[src/rtl/rf_wb_arbiter_pkg.sv]
// rf_wb_arbiter_pkg: shared constants and types for the register-file write-back arbiter.
//   DW / AW   : data and register address widths
//   NumRegs   : register count (one scoreboard bit each)
//   R0Idx     : index of the hard-wired zero register
//   req_e     : requester identifier for the round-robin pointer and the age bit
package rf_wb_arbiter_pkg;

  localparam int unsigned DW      = 16;
  localparam int unsigned AW      = 4;
  localparam int unsigned NumRegs = 16;

  localparam logic [AW-1:0] R0Idx = '0;

  typedef enum logic {
    ReqA = 1'b0,
    ReqM = 1'b1
  } req_e;

endpackage

[src/rtl/rf_wb_arbiter_if.sv]
// rf_wb_arbiter_if: bundles the write-back request handshakes, the decode scoreboard
// lookup and the register-file write port.
//   a_* / m_*           : ALU and load write-back requests (valid/ready, addr, data)
//   chk_rs / chk_rt     : decode source registers; rs_busy / rt_busy report pending writes
//   busy_vec            : pending-write bit per register
//   rf_we/waddr/wdata   : registered register-file write port
//   conflict_cnt        : saturating count of cycles with both holds valid
// master = requester/decode side, slave = arbiter.
interface rf_wb_arbiter_if
  import rf_wb_arbiter_pkg::*;
#(
  parameter int unsigned CntW = 16
) ();

  logic               a_valid;
  logic               a_ready;
  logic [AW-1:0]      a_addr;
  logic [DW-1:0]      a_data;
  logic               m_valid;
  logic               m_ready;
  logic [AW-1:0]      m_addr;
  logic [DW-1:0]      m_data;
  logic [AW-1:0]      chk_rs;
  logic [AW-1:0]      chk_rt;
  logic               rs_busy;
  logic               rt_busy;
  logic [NumRegs-1:0] busy_vec;
  logic               rf_we;
  logic [AW-1:0]      rf_waddr;
  logic [DW-1:0]      rf_wdata;
  logic [CntW-1:0]    conflict_cnt;

  modport master (
    output a_valid, a_addr, a_data, m_valid, m_addr, m_data, chk_rs, chk_rt,
    input  a_ready, m_ready, rs_busy, rt_busy, busy_vec, rf_we, rf_waddr, rf_wdata,
           conflict_cnt
  );

  modport slave (
    input  a_valid, a_addr, a_data, m_valid, m_addr, m_data, chk_rs, chk_rt,
    output a_ready, m_ready, rs_busy, rt_busy, busy_vec, rf_we, rf_waddr, rf_wdata,
           conflict_cnt
  );

endinterface

[src/rtl/rf_wb_hold.sv]
// rf_wb_hold: one-entry holding register for a single write-back requester.
//   clk_i, rst_i       : clock, synchronous active-high reset
//   valid_i / ready_o  : request handshake (ready forced low during reset)
//   addr_i, data_i     : destination register and write data
//   grant_i            : arbiter retires the held entry at the next edge
//   hold_v_o, hold_addr_o, hold_data_o : current held entry
//   capture_o          : a real (non-R0) entry is captured at the next edge
module rf_wb_hold
  import rf_wb_arbiter_pkg::*;
#(
  parameter bit ProtectR0 = 1'b1
) (
  input  logic          clk_i,
  input  logic          rst_i,
  input  logic          valid_i,
  output logic          ready_o,
  input  logic [AW-1:0] addr_i,
  input  logic [DW-1:0] data_i,
  input  logic          grant_i,
  output logic          hold_v_o,
  output logic [AW-1:0] hold_addr_o,
  output logic [DW-1:0] hold_data_o,
  output logic          capture_o
);

  logic          hold_v_q, hold_v_d;
  logic [AW-1:0] hold_addr_q, hold_addr_d;
  logic [DW-1:0] hold_data_q, hold_data_d;
  logic          xfer;
  logic          drop;

  // Ready when empty or when the entry leaves this edge: one transfer per cycle.
  assign ready_o   = ~rst_i & (~hold_v_q | grant_i);
  assign xfer      = valid_i & ready_o;
  // R0 writes complete the handshake but never occupy the hold.
  assign drop      = ProtectR0 && (addr_i == R0Idx);
  assign capture_o = xfer & ~drop;

  always_comb begin
    hold_v_d    = hold_v_q;
    hold_addr_d = hold_addr_q;
    hold_data_d = hold_data_q;
    if (capture_o) begin
      hold_v_d    = 1'b1;
      hold_addr_d = addr_i;
      hold_data_d = data_i;
    end else if (grant_i) begin
      hold_v_d    = 1'b0;
    end
  end

  always_ff @(posedge clk_i) begin
    if (rst_i) begin
      hold_v_q    <= 1'b0;
      hold_addr_q <= '0;
      hold_data_q <= '0;
    end else begin
      hold_v_q    <= hold_v_d;
      hold_addr_q <= hold_addr_d;
      hold_data_q <= hold_data_d;
    end
  end

  assign hold_v_o    = hold_v_q;
  assign hold_addr_o = hold_addr_q;
  assign hold_data_o = hold_data_q;

endmodule

[src/rtl/rf_wb_arbiter.sv]
// rf_wb_arbiter: shares the register file's single write port between the ALU (A) and
// load (M) write-back paths. Each path has a one-entry hold; arbitration is oldest-first
// with a round-robin tie-break for holds captured at the same edge. A pending-write
// scoreboard lets decode stall on outstanding writes.
//   clk_i, rst_i : clock, synchronous active-high reset
//   bus          : rf_wb_arbiter_if slave modport (requests, scoreboard, write port, counter)
module rf_wb_arbiter
  import rf_wb_arbiter_pkg::*;
#(
  parameter bit          ProtectR0 = 1'b1,
  parameter int unsigned CntW      = 16
) (
  input  logic           clk_i,
  input  logic           rst_i,
  rf_wb_arbiter_if.slave bus
);

  logic          hv_a, hv_m;
  logic [AW-1:0] ha_addr, hm_addr;
  logic [DW-1:0] ha_data, hm_data;
  logic          cap_a, cap_m;
  logic          grant_a, grant_m;
  logic          both;
  req_e          sel;

  req_e rr_q, rr_d;
  req_e age_q, age_d;   // which hold was captured first
  logic same_q, same_d; // both current holds were captured at the same edge

  logic          rf_we_q, rf_we_d;
  logic [AW-1:0] rf_waddr_q, rf_waddr_d;
  logic [DW-1:0] rf_wdata_q, rf_wdata_d;
  logic [CntW-1:0]    cnt_q, cnt_d;
  logic [NumRegs-1:0] busy;

  rf_wb_hold #(
    .ProtectR0 (ProtectR0)
  ) u_hold_a (
    .clk_i       (clk_i),
    .rst_i       (rst_i),
    .valid_i     (bus.a_valid),
    .ready_o     (bus.a_ready),
    .addr_i      (bus.a_addr),
    .data_i      (bus.a_data),
    .grant_i     (grant_a),
    .hold_v_o    (hv_a),
    .hold_addr_o (ha_addr),
    .hold_data_o (ha_data),
    .capture_o   (cap_a)
  );

  rf_wb_hold #(
    .ProtectR0 (ProtectR0)
  ) u_hold_m (
    .clk_i       (clk_i),
    .rst_i       (rst_i),
    .valid_i     (bus.m_valid),
    .ready_o     (bus.m_ready),
    .addr_i      (bus.m_addr),
    .data_i      (bus.m_data),
    .grant_i     (grant_m),
    .hold_v_o    (hv_m),
    .hold_addr_o (hm_addr),
    .hold_data_o (hm_data),
    .capture_o   (cap_m)
  );

  // Arbitration
  assign both    = hv_a & hv_m;
  assign sel     = same_q ? rr_q : age_q;
  assign grant_a = hv_a & (~hv_m | (sel == ReqA));
  assign grant_m = hv_m & (~hv_a | (sel == ReqM));

  always_comb begin
    rr_d   = rr_q;
    age_d  = age_q;
    same_d = same_q;
    if (both && same_q) begin
      rr_d = (rr_q == ReqA) ? ReqM : ReqA;
    end
    // A lone capture is younger than whatever the other hold keeps; if the other hold
    // empties the age bit is simply unused until the next capture.
    if (cap_a && cap_m) begin
      same_d = 1'b1;
    end else if (cap_a) begin
      same_d = 1'b0;
      age_d  = ReqM;
    end else if (cap_m) begin
      same_d = 1'b0;
      age_d  = ReqA;
    end
  end

  // Write-port register: addr/data hold their last value when idle.
  always_comb begin
    rf_we_d    = grant_a | grant_m;
    rf_waddr_d = rf_waddr_q;
    rf_wdata_d = rf_wdata_q;
    if (grant_a) begin
      rf_waddr_d = ha_addr;
      rf_wdata_d = ha_data;
    end else if (grant_m) begin
      rf_waddr_d = hm_addr;
      rf_wdata_d = hm_data;
    end
  end

  always_comb begin
    cnt_d = cnt_q;
    if (both && (cnt_q != {CntW{1'b1}})) begin
      cnt_d = cnt_q + 1'b1;
    end
  end

  always_ff @(posedge clk_i) begin
    if (rst_i) begin
      rr_q       <= ReqA;
      age_q      <= ReqA;
      same_q     <= 1'b0;
      rf_we_q    <= 1'b0;
      rf_waddr_q <= '0;
      rf_wdata_q <= '0;
      cnt_q      <= '0;
    end else begin
      rr_q       <= rr_d;
      age_q      <= age_d;
      same_q     <= same_d;
      rf_we_q    <= rf_we_d;
      rf_waddr_q <= rf_waddr_d;
      rf_wdata_q <= rf_wdata_d;
      cnt_q      <= cnt_d;
    end
  end

  // Scoreboard; the rf_we term covers the register file's falling-edge write window.
  always_comb begin
    busy = '0;
    for (int r = 0; r < NumRegs; r++) begin
      busy[r] = (hv_a && (ha_addr == AW'(r))) || (hv_m && (hm_addr == AW'(r))) ||
                (rf_we_q && (rf_waddr_q == AW'(r)));
    end
  end

  assign bus.busy_vec     = busy;
  assign bus.rs_busy      = busy[bus.chk_rs];
  assign bus.rt_busy      = busy[bus.chk_rt];
  assign bus.rf_we        = rf_we_q;
  assign bus.rf_waddr     = rf_waddr_q;
  assign bus.rf_wdata     = rf_wdata_q;
  assign bus.conflict_cnt = cnt_q;

endmodule

[src/flat_wrapper.sv]
// flat-port wrapper written by rule: the top's interface ports become plain ports
module rf_wb_arbiter_flat import rf_wb_arbiter_pkg::*;
#(
  parameter bit          ProtectR0 = 1'b1,
  parameter int unsigned CntW      = 16
)
  (clk_i, rst_i, bus_a_valid, bus_a_addr, bus_a_data, bus_m_valid, bus_m_addr, bus_m_data, bus_chk_rs, bus_chk_rt, bus_a_ready, bus_m_ready, bus_rs_busy, bus_rt_busy, bus_busy_vec, bus_rf_we, bus_rf_waddr, bus_rf_wdata, bus_conflict_cnt);
  rf_wb_arbiter_if #(.CntW(CntW)) bus_i ();
  input  logic clk_i;
  input  logic rst_i;
  input wire logic [$bits(bus_i.a_valid)-1:0] bus_a_valid;
  input wire logic [$bits(bus_i.a_addr)-1:0] bus_a_addr;
  input wire logic [$bits(bus_i.a_data)-1:0] bus_a_data;
  input wire logic [$bits(bus_i.m_valid)-1:0] bus_m_valid;
  input wire logic [$bits(bus_i.m_addr)-1:0] bus_m_addr;
  input wire logic [$bits(bus_i.m_data)-1:0] bus_m_data;
  input wire logic [$bits(bus_i.chk_rs)-1:0] bus_chk_rs;
  input wire logic [$bits(bus_i.chk_rt)-1:0] bus_chk_rt;
  output wire logic [$bits(bus_i.a_ready)-1:0] bus_a_ready;
  output wire logic [$bits(bus_i.m_ready)-1:0] bus_m_ready;
  output wire logic [$bits(bus_i.rs_busy)-1:0] bus_rs_busy;
  output wire logic [$bits(bus_i.rt_busy)-1:0] bus_rt_busy;
  output wire logic [$bits(bus_i.busy_vec)-1:0] bus_busy_vec;
  output wire logic [$bits(bus_i.rf_we)-1:0] bus_rf_we;
  output wire logic [$bits(bus_i.rf_waddr)-1:0] bus_rf_waddr;
  output wire logic [$bits(bus_i.rf_wdata)-1:0] bus_rf_wdata;
  output wire logic [$bits(bus_i.conflict_cnt)-1:0] bus_conflict_cnt;
  assign bus_i.a_valid = bus_a_valid;
  assign bus_i.a_addr = bus_a_addr;
  assign bus_i.a_data = bus_a_data;
  assign bus_i.m_valid = bus_m_valid;
  assign bus_i.m_addr = bus_m_addr;
  assign bus_i.m_data = bus_m_data;
  assign bus_i.chk_rs = bus_chk_rs;
  assign bus_i.chk_rt = bus_chk_rt;
  assign bus_a_ready = bus_i.a_ready;
  assign bus_m_ready = bus_i.m_ready;
  assign bus_rs_busy = bus_i.rs_busy;
  assign bus_rt_busy = bus_i.rt_busy;
  assign bus_busy_vec = bus_i.busy_vec;
  assign bus_rf_we = bus_i.rf_we;
  assign bus_rf_waddr = bus_i.rf_waddr;
  assign bus_rf_wdata = bus_i.rf_wdata;
  assign bus_conflict_cnt = bus_i.conflict_cnt;
  rf_wb_arbiter #(.ProtectR0(ProtectR0), .CntW(CntW)) u_core (.clk_i(clk_i), .rst_i(rst_i), .bus(bus_i));
endmodule
[config.mk]
export PLATFORM = sky130hd
export DESIGN_NAME = rf_wb_arbiter_flat
export DESIGN_NICKNAME = d
export VERILOG_FILES = /design/src/rtl/rf_wb_arbiter_pkg.sv /design/src/rtl/rf_wb_arbiter_if.sv /design/src/rtl/rf_wb_hold.sv /design/src/rtl/rf_wb_arbiter.sv /design/src/flat_wrapper.sv
export SDC_FILE = /design/constraint.sdc
export NUM_CORES = 1
export LEC_CHECK = 0
export ABC_AREA = 1
export CAP_MARGIN = 10
export CORE_MARGIN = 8
export CORE_UTILIZATION = 50
export CTS_BUF_LIST = sky130_fd_sc_hd__clkbuf_2
export CTS_CLUSTER_SIZE = 24
export DETAILED_ROUTE_END_ITERATION = 16
export GPL_ROUTABILITY_DRIVEN = 0
export PLACE_DENSITY = 0.8
export SYNTH_ARGS = -nofsm -noshare
export SYNTH_HDL_FRONTEND = slang
export SYNTH_HIERARCHICAL = 1
export SYNTH_SLANG_ARGS = --single-unit
[constraint.sdc]
create_clock -name clk_i -period 3.6 [get_ports clk_i]
set_clock_uncertainty 0.05 [all_clocks]
set_input_delay 0.72 -clock clk_i [delete_from_list [all_inputs] [get_ports clk_i]]
set_output_delay 0.72 -clock clk_i [all_outputs]
set_load 0.02 [all_outputs]
Yosys cells after proc, flatten, opt, wreduce, memory -nomap -nowiden --
Index checks and enable logic that the tools add are counted.
Cells by class: multiplexer cells 18, bitwise gates (word level) 21, $add $sub $neg 1, reductions and logical operators 94, $lt $le $gt $ge 2, equality and inequality tests 46
Operators by type and width (number):
- $eq 4x4->1 const B | 24
- $logic_and 1x1->1 | 51
- $eq 4x3->1 const B | 12
- $logic_or 1x1->1 | 32
- $mux 16 | 2
- $eq 4x2->1 const B | 6
- $logic_not 4->1 | 5
- $add 16x1->16 const B | 1
- $ne 16x16->1 const B | 1
- $eq 4x1->1 const B | 3
- $mux 1 | 12
- $lt 4x5->1 const B | 2
- $and 1x1->1 | 9
- $bmux 1 s4 | 2
- $mux 4 | 2
- $reduce_bool 2->1 | 4
- $not 1->1 | 7
- $or 1x1->1 | 5
- $reduce_bool 3->1 | 1
- $reduce_and 2->1 | 1
Storage, ports and cells: flip-flop bits (word level) 82, input bits 52, logic and storage cells 195

Longest topological paths before layout --
Gate-level depths: netlist of run 1.
depth in word-level cells 11, gate-level depth with buffers 16, mapped depth without buffers 14

Hierarchy --
Netlist of run 1, hierarchy kept.
By module, submodules not included:
- rf_wb_arbiter | cells each 485, instances 1, area an instance 2859.0 um^2
- rf_wb_hold | cells each 141, instances 2, area an instance 965.9 um^2

Worst setup path after synthesis of run 1 --
No wires, ideal clock.
path kind flip-flop to flip-flop, start reg u_core.u_hold_a.hold_v_q (netlist: u_core/u_hold_a/hold_v_o), end reg u_core.age_q, buffers on the path 3, arrival time 2.210 ns, stages on the path, launching flop included 16, clock period less this slack 2.380 ns, data required time 3.431 ns, setup slack 1.220 ns, path through dfxtp_1 -> buf_6 -> inv_6 -> o21ai_4 -> inv_4 -> nor2_8 -> buf_8 -> inv_2 -> a21oi_4 -> nand3_2 -> buf_6 -> inv_2 -> inv_1 -> ha_1 -> o21ai_0 -> a21oi_1
On the way: elaborated cells between the ends (all ways) 17
RTL lines:
- start, declared | line rf_wb_hold.sv:26 | logic hold_v_q, hold_v_d;
- start signal, assigned | line rf_wb_hold.sv:58 | hold_v_q <= hold_v_d;
- $and 1x1->1 (*) | line rf_wb_arbiter.sv:71 | assign grant_a = hv_a & (~hv_m | (sel == ReqA));
- net u_core.grant_a | line rf_wb_arbiter.sv:22 | logic grant_a, grant_m;
- $or 1x1->1 (*) | line rf_wb_hold.sv:33 | assign ready_o = ~rst_i & (~hold_v_q | grant_i);
- $and 1x1->1 (*) | line rf_wb_hold.sv:33
- $and 1x1->1 (*) | line rf_wb_hold.sv:34 | assign xfer = valid_i & ready_o;
- $and 1x1->1 (*) | line rf_wb_hold.sv:37 | assign capture_o = xfer & ~drop;
- net u_core.cap_a | line rf_wb_arbiter.sv:21 | logic cap_a, cap_m;
- $logic_and 1x1->1 | line rf_wb_arbiter.sv:83 | if (cap_a && cap_m) begin
- $not 1->1 (no line)
- $reduce_and 2->1 (no line)
- end signal, assigned | line rf_wb_arbiter.sv:118 | age_q <= ReqA;
- end signal, assigned | line rf_wb_arbiter.sv:126 | age_q <= age_d;
- end, declared | line rf_wb_arbiter.sv:27 | req_e age_q, age_d;
Mark *: on every way through the listed nets, which the timed path passes. The rest lies on a longest branch. A chain may end at the register's enable or synchronous reset.

Worst setup path after layout of run 1 --
start reg u_core.rf_waddr_q[0] (netlist: u_core/bus.rf_waddr[0]), end out bus_rt_busy
On the way: longest elaborated chain between the ends 5, elaborated cells between the ends (all ways) 50
RTL lines:
- start, declared | line rf_wb_arbiter.sv:31 | logic [AW-1:0] rf_waddr_q, rf_waddr_d;
- start signal, assigned | line rf_wb_arbiter.sv:129 | rf_waddr_q <= rf_waddr_d;
- $eq 4x1->1, or another cell as far along | line rf_wb_arbiter.sv:140 | (rf_we_q && (rf_waddr_q == AW'(r)));
- $logic_and 1x1->1 | line rf_wb_arbiter.sv:140
- $logic_or 1x1->1 | line rf_wb_arbiter.sv:139 | busy[r] = (hv_a && (ha_addr == AW'(r))) || (hv_m && (hm_addr == AW'(r))) ||
- $bmux 1 s4 (*) | line rf_wb_arbiter.sv:146 | assign bus.rt_busy = busy[bus.chk_rt];
- $mux 1 (not written as such) (*) | line rf_wb_arbiter.sv:146
- end, declared | line flat_wrapper.sv:22 | output wire logic [$bits(bus_i.rt_busy)-1:0] bus_rt_busy;
Mark *: on every way between the ends. The rest lies on a longest branch, timed or not. The select of a mux whose other input is x is not followed.

==> key figures, run 1 <==
Clock network
  • Max clock buf depth: 2
  • Clk Latency, worst-skew pair: 540 ps
  • Root Buffer: clkbuf_2
  • Total CTS buffers: 9
  • CTS clk-pin slew, worst paths: 210 ps
  • Htree depth: 3
  • CTS tree: done
  • # clock sinks: 82
  • # hold bufs at CTS: 0

Critical path
  • CP Max Fanout: 7
  • Startpoint Class: flip-flop
  • Worst Path Required: 2830 ps
  • Setup crit end kind: output port
  • Kind of critical path: flip-flop to output port
  • Crit path DAT: 2660 ps

Global routing
  • Pin count of the biggest net entering global routing: 36
  • Remaining global-route overflow: 0
  • Initial antenna violation count: 0
  • First-pass GRT wire length: 23880 um
  • Number of global-route vias before repair: 5043
  • Global-route usage over all layers: 21.98%

Power
  • Pleak: 2.869 nW
  • Total power: 1.954 mW
  • PwrDens: 321.5 mW/mm2
  • Maximum vdd drop: 0.2498 mV

Synth
  • Cell Area, Synth: 0.004791 mm2
  • Synth unique cells: 33
  • Leading post-synthesis cells by cell area: dfxtp_1 (34%), nand2_1 (19%), inv_1 (8.3%), nor2_1 (7.6%), nand3_1 (7.2%)
  • Largest area contributor in the netlist: dfxtp_1
  • EDFF count, synth: 0
  • Mapped Cells: 767
  • Post-Syn Nets: 822
  • Ys flop type: dfxtp_1
  • FFs w/ async S/R, synth: 0%
  • Ys Warns: 6
  • Register area share after synthesis: 34.26%
  • Area share of the largest cell type after synthesis: 34.26%
  • Post-synthesis average cell area: 6.246 um2
  • Flops & latches, synth: 82

Final layout
  • Share of cells above drive strength 1: 7.306%
  • Final #Nets: 926
  • Area of the multi-input gates: 0.002500 mm2
  • Register Area: 0.001658 mm2
  • Fin util: 65.47%
  • Non-Filler Instances: 1005
  • Area Growth Syn to Fin: 26.87%
  • Diodes inserted: 0
  • Fillers: 885

STA
  • Max-slew violations: 0
  • Period utilization: 95.18%
  • Hold Vio Cnt, Final: 0
  • Max-slew headroom: 52.95%
  • Final setup viols: 0
  • Post-route minimum period: 3426 ps
  • FMAX: 291.9 MHz
  • Tightest Pin Transition: 705.7 ps
  • Hold Slack: 458.2 ps

Floorplan
  • Die width: 113.9 um
  • Core ar.: 0.009284 mm2
  • Initial Util: 51.60%
  • Die ar.: 0.01297 mm2
  • Row count: 35
  • I/O Pins: 109
  • Chip height: 113.9 um

Route
  • Total wire length: 14300 um
  • DRC Markers: 0
  • Post-DRT Antenna Nets: 0
  • Via density: 5.301
  • First drt pass iteration count: 7
  • DRT iter0 DRCs: 474
  • Vias: 5328
  • Routed len/inst: 14.23 um

Place
  • Placed cell count: 984
  • HPWL Detailed: 10450 um
  • IO buf count: 108

Status
  • Status: finished, final reports clean

Flow run
  • Max-Cap Viols: 0

Hold path
  • Hold Crit Class: flip-flop to flip-flop
## registers in the layout (all words and copies together), names as in the netlist
name                         cells
u_core/same_q                    1
u_core/u_hold_a/hold_data_o     16
u_core/u_hold_a/hold_v_o         1
u_core/bus.conflict_cnt         16
u_core/u_hold_m/hold_data_o     16
u_core/rr_q                      1
u_core/age_q                     1
u_core/bus.rf_wdata             16
u_core/bus.rf_we                 1
u_core/u_hold_m/hold_v_o         1
u_core/u_hold_a/hold_addr_o      4
u_core/bus.rf_waddr              4
u_core/u_hold_m/hold_addr_o      4
## what timing repair did
action	in CTS	in global routing
endpoints found under the setup margin	2	2
buffers inserted	0	5
resized for setup	2	13
## area by class of cell
class / count / share of cell area [%]
tap: 129 / 2.655
timing repair buffer: 125 / 19.84
sequential: 82 / 27.27
clock inverter: 6 / 1.050
multi-input combinational: 538 / 41.13
clock buffer: 10 / 0.8234
inverter: 115 / 7.225
## cells in the mapped netlist, types with 2 or more instances
cell type    n
a21oi_1     14
ha_1         3
a21oi_4      2
xnor2_1      2
nand3_2      2
nand4_1     49
o21ai_0     15
nor3_1       7
clkbuf_1     7
nand2_2      4
nor3b_1      2
buf_4        4
inv_2        6
nor2_1      97
inv_1      106
a22oi_1     16
dfxtp_1     82
nand3_1     69
xor2_1       4
buf_2       13
nand2_1    246
buf_6        6
## path summary, 6_finish.rpt
kind                       startpoint       endpoint  slack (ps)  depth (start not counted)
min                     u_core/same_q  u_core/same_q         460                          2
min reg2reg             u_core/same_q  u_core/same_q         460                          2
max            u_core/bus.rf_waddr[0]    bus_rt_busy         170                         11
max reg2reg  u_core/u_hold_a/hold_v_o   u_core/age_q         950                         14
## cell families (layout without fill, tap and decap cells)
group / count (synthesis) / count (layout) / synth area share, %
compound gates: 50 / 50 / 6.921
xor+xnor: 6 / 6 / 1.097
fa+ha+maj: 3 / 3 / 0.7836
buf+inv: 147 / 256 / 13.71
flops: 82 / 82 / 34.26
simple gates: 479 / 479 / 43.22
## critical path, stage by stage, from the launching register on
cell             delay, ps
dfxtp_1                520
inv_1                   90
nor2_1                 210
nand2_1                 90
nand3_1                190
nand2_1                 90
nand2_1                 70
nand2_1                 60
nand3_1                110
nand3_1                 70
nand2_1                 60
clkdlybuf4s50_1        600
## metal layers
layer	wire, um	GRT usage, %	share of wire, %	vias up
li1	-	-	-	2640
met1	5964	26.70	42	2336
met2	6582	36.92	46	294
met3	1365	5.600	9.5	58
met4	391	7.276	2.7	0
met5	0	0	0	-
## cell usage in the layout, fill, tap and decap left out, types with 4 or more instances in the layout
master             n
a22oi_1           16
a21oi_1           14
dfxtp_1           73
nand4_1           49
nor2_1            94
nand2_2            4
clkbuf_2          10
nor3_1             7
o21ai_0           15
nand3_1           69
clkdlybuf4s50_1  106
inv_1            106
xor2_1             4
inv_2              6
nand2_1          246
dfxtp_2            7
buf_4             17
## power by group
group          total (mW)  internal (mW)  leakage (nW)  switching (mW)
logic               0.448          0.185          2.12           0.263
registers            1.02          0.966         0.674          0.0497
clock network       0.490          0.165        0.0704           0.325
## metrics by stage
step | cell area, um2 | worst slack (ps) | TNS [ps]
2_1_floorplan | 4791 | 1220 | 0
3_3_place_gp | 5901 | 325.4 | 0
3_5_place_dp | 5901 | 246.2 | 0
4_1_cts | 6017 | 105.1 | 0
5_1_grt | 6078 | -5.491 | -5.491
6_report | 6078 | 173.7 | 0
No activity file was read; power rests on OpenSTA's default activity.
==> inputs of run 2 (changes only) <==
--- a/config.mk
+++ b/config.mk
@@ -8,12 +8,12 @@
 export ABC_AREA = 1
 export CAP_MARGIN = 10
 export CORE_MARGIN = 8
-export CORE_UTILIZATION = 50
+export CORE_UTILIZATION = 55
 export CTS_BUF_LIST = sky130_fd_sc_hd__clkbuf_2
 export CTS_CLUSTER_SIZE = 24
 export DETAILED_ROUTE_END_ITERATION = 16
 export GPL_ROUTABILITY_DRIVEN = 0
-export PLACE_DENSITY = 0.8
+export PLACE_DENSITY = 0.86
 export SYNTH_ARGS = -nofsm -noshare
 export SYNTH_HDL_FRONTEND = slang
 export SYNTH_HIERARCHICAL = 1
==> run 2 against run 1 <==
Net effect: via count grew 2.2%; setup slack worse by 35 ps; fmax fell by 1.0%; critical path depth down 3; combinational power about the same; power is 0.49% higher; utilization is 4.9 points higher; critical endpoint is now bus_rs_busy; highest routed layer unchanged.
==> key figures, run 2 (same netlist as run 1, synthesis figures left out) <==
Clock network
  • CTS tree: done
  • Max clock buf depth: 2 (unchanged)
  • # clock sinks: 82 (unchanged)
  • CTS clk-pin slew, worst paths: 220 ps (about the same)
  • Clk Latency, worst-skew pair: 520 ps (-20 ps)
  • Total CTS buffers: 9 (unchanged)
  • Htree depth: 3 (unchanged)
  • Root Buffer: clkbuf_2

Final layout
  • Fin util: 70.36% (+4.9 points)
  • Final #Nets: 926 (unchanged)
  • Fillers: 747 (-16%)
  • Most common cell after layout, fill and taps aside: nand2_1
  • Register Area: 0.001654 mm2 (-0.23%)
  • Area Growth Syn to Fin: 26.19%
  • Area of the multi-input gates: 0.002497 mm2 (-0.10%)
  • Commonest cells after routing, fill and taps aside: nand2_1 (246), clkdlybuf4s50_1 (106), inv_1 (106)
  • Share of cells above drive strength 1: 6.849% (-0.46 points)
  • Diodes inserted: 0 (unchanged)

Floorplan
  • Chip height: 109.3 um (-4.0%)
  • Initial Util: 55.75% (+4.1 points)
  • Die ar.: 0.01195 mm2 (-7.8%)
  • I/O Pins: 109 (unchanged)
  • Die width: 109.3 um (-4.0%)
  • Core ar.: 0.008593 mm2 (-7.4%)
  • Row count: 34 (-2.9%)

Route
  • Routed len/inst: 14.57 um (+2.4%)
  • Via density: 5.534 (+4.4%)
  • Vias: 5445 (+2.2%)
  • Total wire length: 14330 um (+0.22%)
  • Post-DRT Antenna Nets: 0 (unchanged)
  • DRT iter0 DRCs: 436 (-8.0%)
  • First drt pass iteration count: 5 (-2)
  • DRC Markers: 0 (unchanged)

Hold path
  • Hold Path Depth: 2 (unchanged)
  • Hold Crit Class: flip-flop to flip-flop

Global routing
  • Initial antenna violation count: 0 (unchanged)
  • Number of global-route vias before repair: 5182 (+2.8%)
  • Remaining global-route overflow: 0 (unchanged)
  • First-pass GRT wire length: 23690 um (-0.81%)
  • Pin count of the biggest net entering global routing: 28 (-22%)
  • Global-route usage over all layers: 24.09% (+2.1 points)

Power
  • Clock Power Share: 25.4% (+0.3 points)
  • Maximum vdd drop: 0.2165 mV (-13%)
  • Internal power: 1.315 mW (about the same)
  • Pleak: 2.867 nW (about the same)
  • Sw frac: 33.02% (+0.37 points)
  • Switch Pwr: 0.6484 mW (+1.6%)
  • Seq pwr share: 51.7% (-0.3 points)
  • Logic pwr share: 22.9% (about the same)
  • PwrDens: 324.8 mW/mm2 (+1.0%)

Status
  • Status: finished, final reports clean

STA
  • Period utilization: 96.14% (+0.96 points)
  • Post-route minimum period: 3461 ps (+34.59 ps)
  • Hold Slack: 459.5 ps (+1.369 ps)
  • Max-slew headroom: 43.14% (-9.8 points)
  • Max-slew violations: 0 (unchanged)
  • Setup total negative slack: 0 ps (unchanged)
  • Final setup viols: 0 (unchanged)
  • RSZ-0062 raised after global routing: false
  • FMAX: 288.9 MHz (-1.0%)
  • Tightest Pin Transition: 847.7 ps (+142.0 ps)
  • Hold Vio Cnt, Final: 0 (unchanged)

Critical path
  • Worst Reg-to-Reg Cells: 14 (unchanged)
  • Worst Path Required: 2830 ps (about the same)
  • Setup crit end kind: output port
  • Startpoint Class: input port
  • Crit path DAT: 2690 ps (+30 ps)
  • CP Max Fanout: 9 (+2)
  • Kind of critical path: input port to output port

Flow run
  • Max-Cap Viols: 0 (unchanged)

Place
  • IO buf count: 108 (unchanged)
  • HPWL Detailed: 10300 um (-1.5%)
[run 2: cell counts in the layout (fill, tap and decap cells not counted)]
No cell type changed its count.
[run 2: timing repair]
item,in CTS,in global routing
hold buffers,0,0
resized for setup,2,9
endpoints found under the setup margin,3,2
setup buffers,0,6
pin swaps,0,0
[run 2: area by class of cell]
cell class,instances,area share (%)
clock buffer,10,0.8278
clock inverter,6,1.055
inverter,115,7.264
multi-input combinational,538,41.31
sequential,82,27.36
tap,108,2.235
timing repair buffer,125,19.95
[run 2: stage by stage]
stage	area, um2	setup slack, ps	power [mW]	instances
after CTS	5983	103.8	1.959	978
after floorplan	4791	1220	1.292	767
final	6046	139.1	1.964	984
after global placement	5867	328.4	1.449	962
after global routing	6046	21.99	2.066	984
after detailed placement	5867	230.1	1.466	962
[run 2: final timing paths]
check             slack [ps]                     start            end
setup / recovery         140             bus_chk_rs[0]    bus_rs_busy
hold / removal           460             u_core/same_q  u_core/same_q
setup reg to reg         980  u_core/u_hold_a/hold_v_o   u_core/age_q
hold reg to reg          460             u_core/same_q  u_core/same_q
[run 2: metal layers]
layer	wire length (um)	GRT usage (%)	up-vias
met3	1348	5.510	54
met4	409	8.872	0
met5	0	0	-
met2	6557	39.58	318
li1	-	-	2633
met1	6019	30.19	2440
[run 2: power by group through the flow]
| stage | Clock (mW) | Sequential [mW] | Combinational, mW |
|---|---|---|---|
| after global routing | 0.551 | 1.02 | 0.490 |
| final | 0.499 | 1.02 | 0.449 |
| after global placement | 0 | 1.03 | 0.418 |
| after floorplan | 0 | 1.04 | 0.256 |
| after CTS | 0.509 | 1.02 | 0.433 |
| after detailed placement | 0 | 1.03 | 0.431 |
[run 2: worst max-delay path: stages]
cell             delay, ps
clkdlybuf4s50_1        660
inv_1                  220
nand3_1                150
nand3_1                110
nand3_1                110
nand3_1                 70
nand2_1                 60
clkdlybuf4s50_1        600
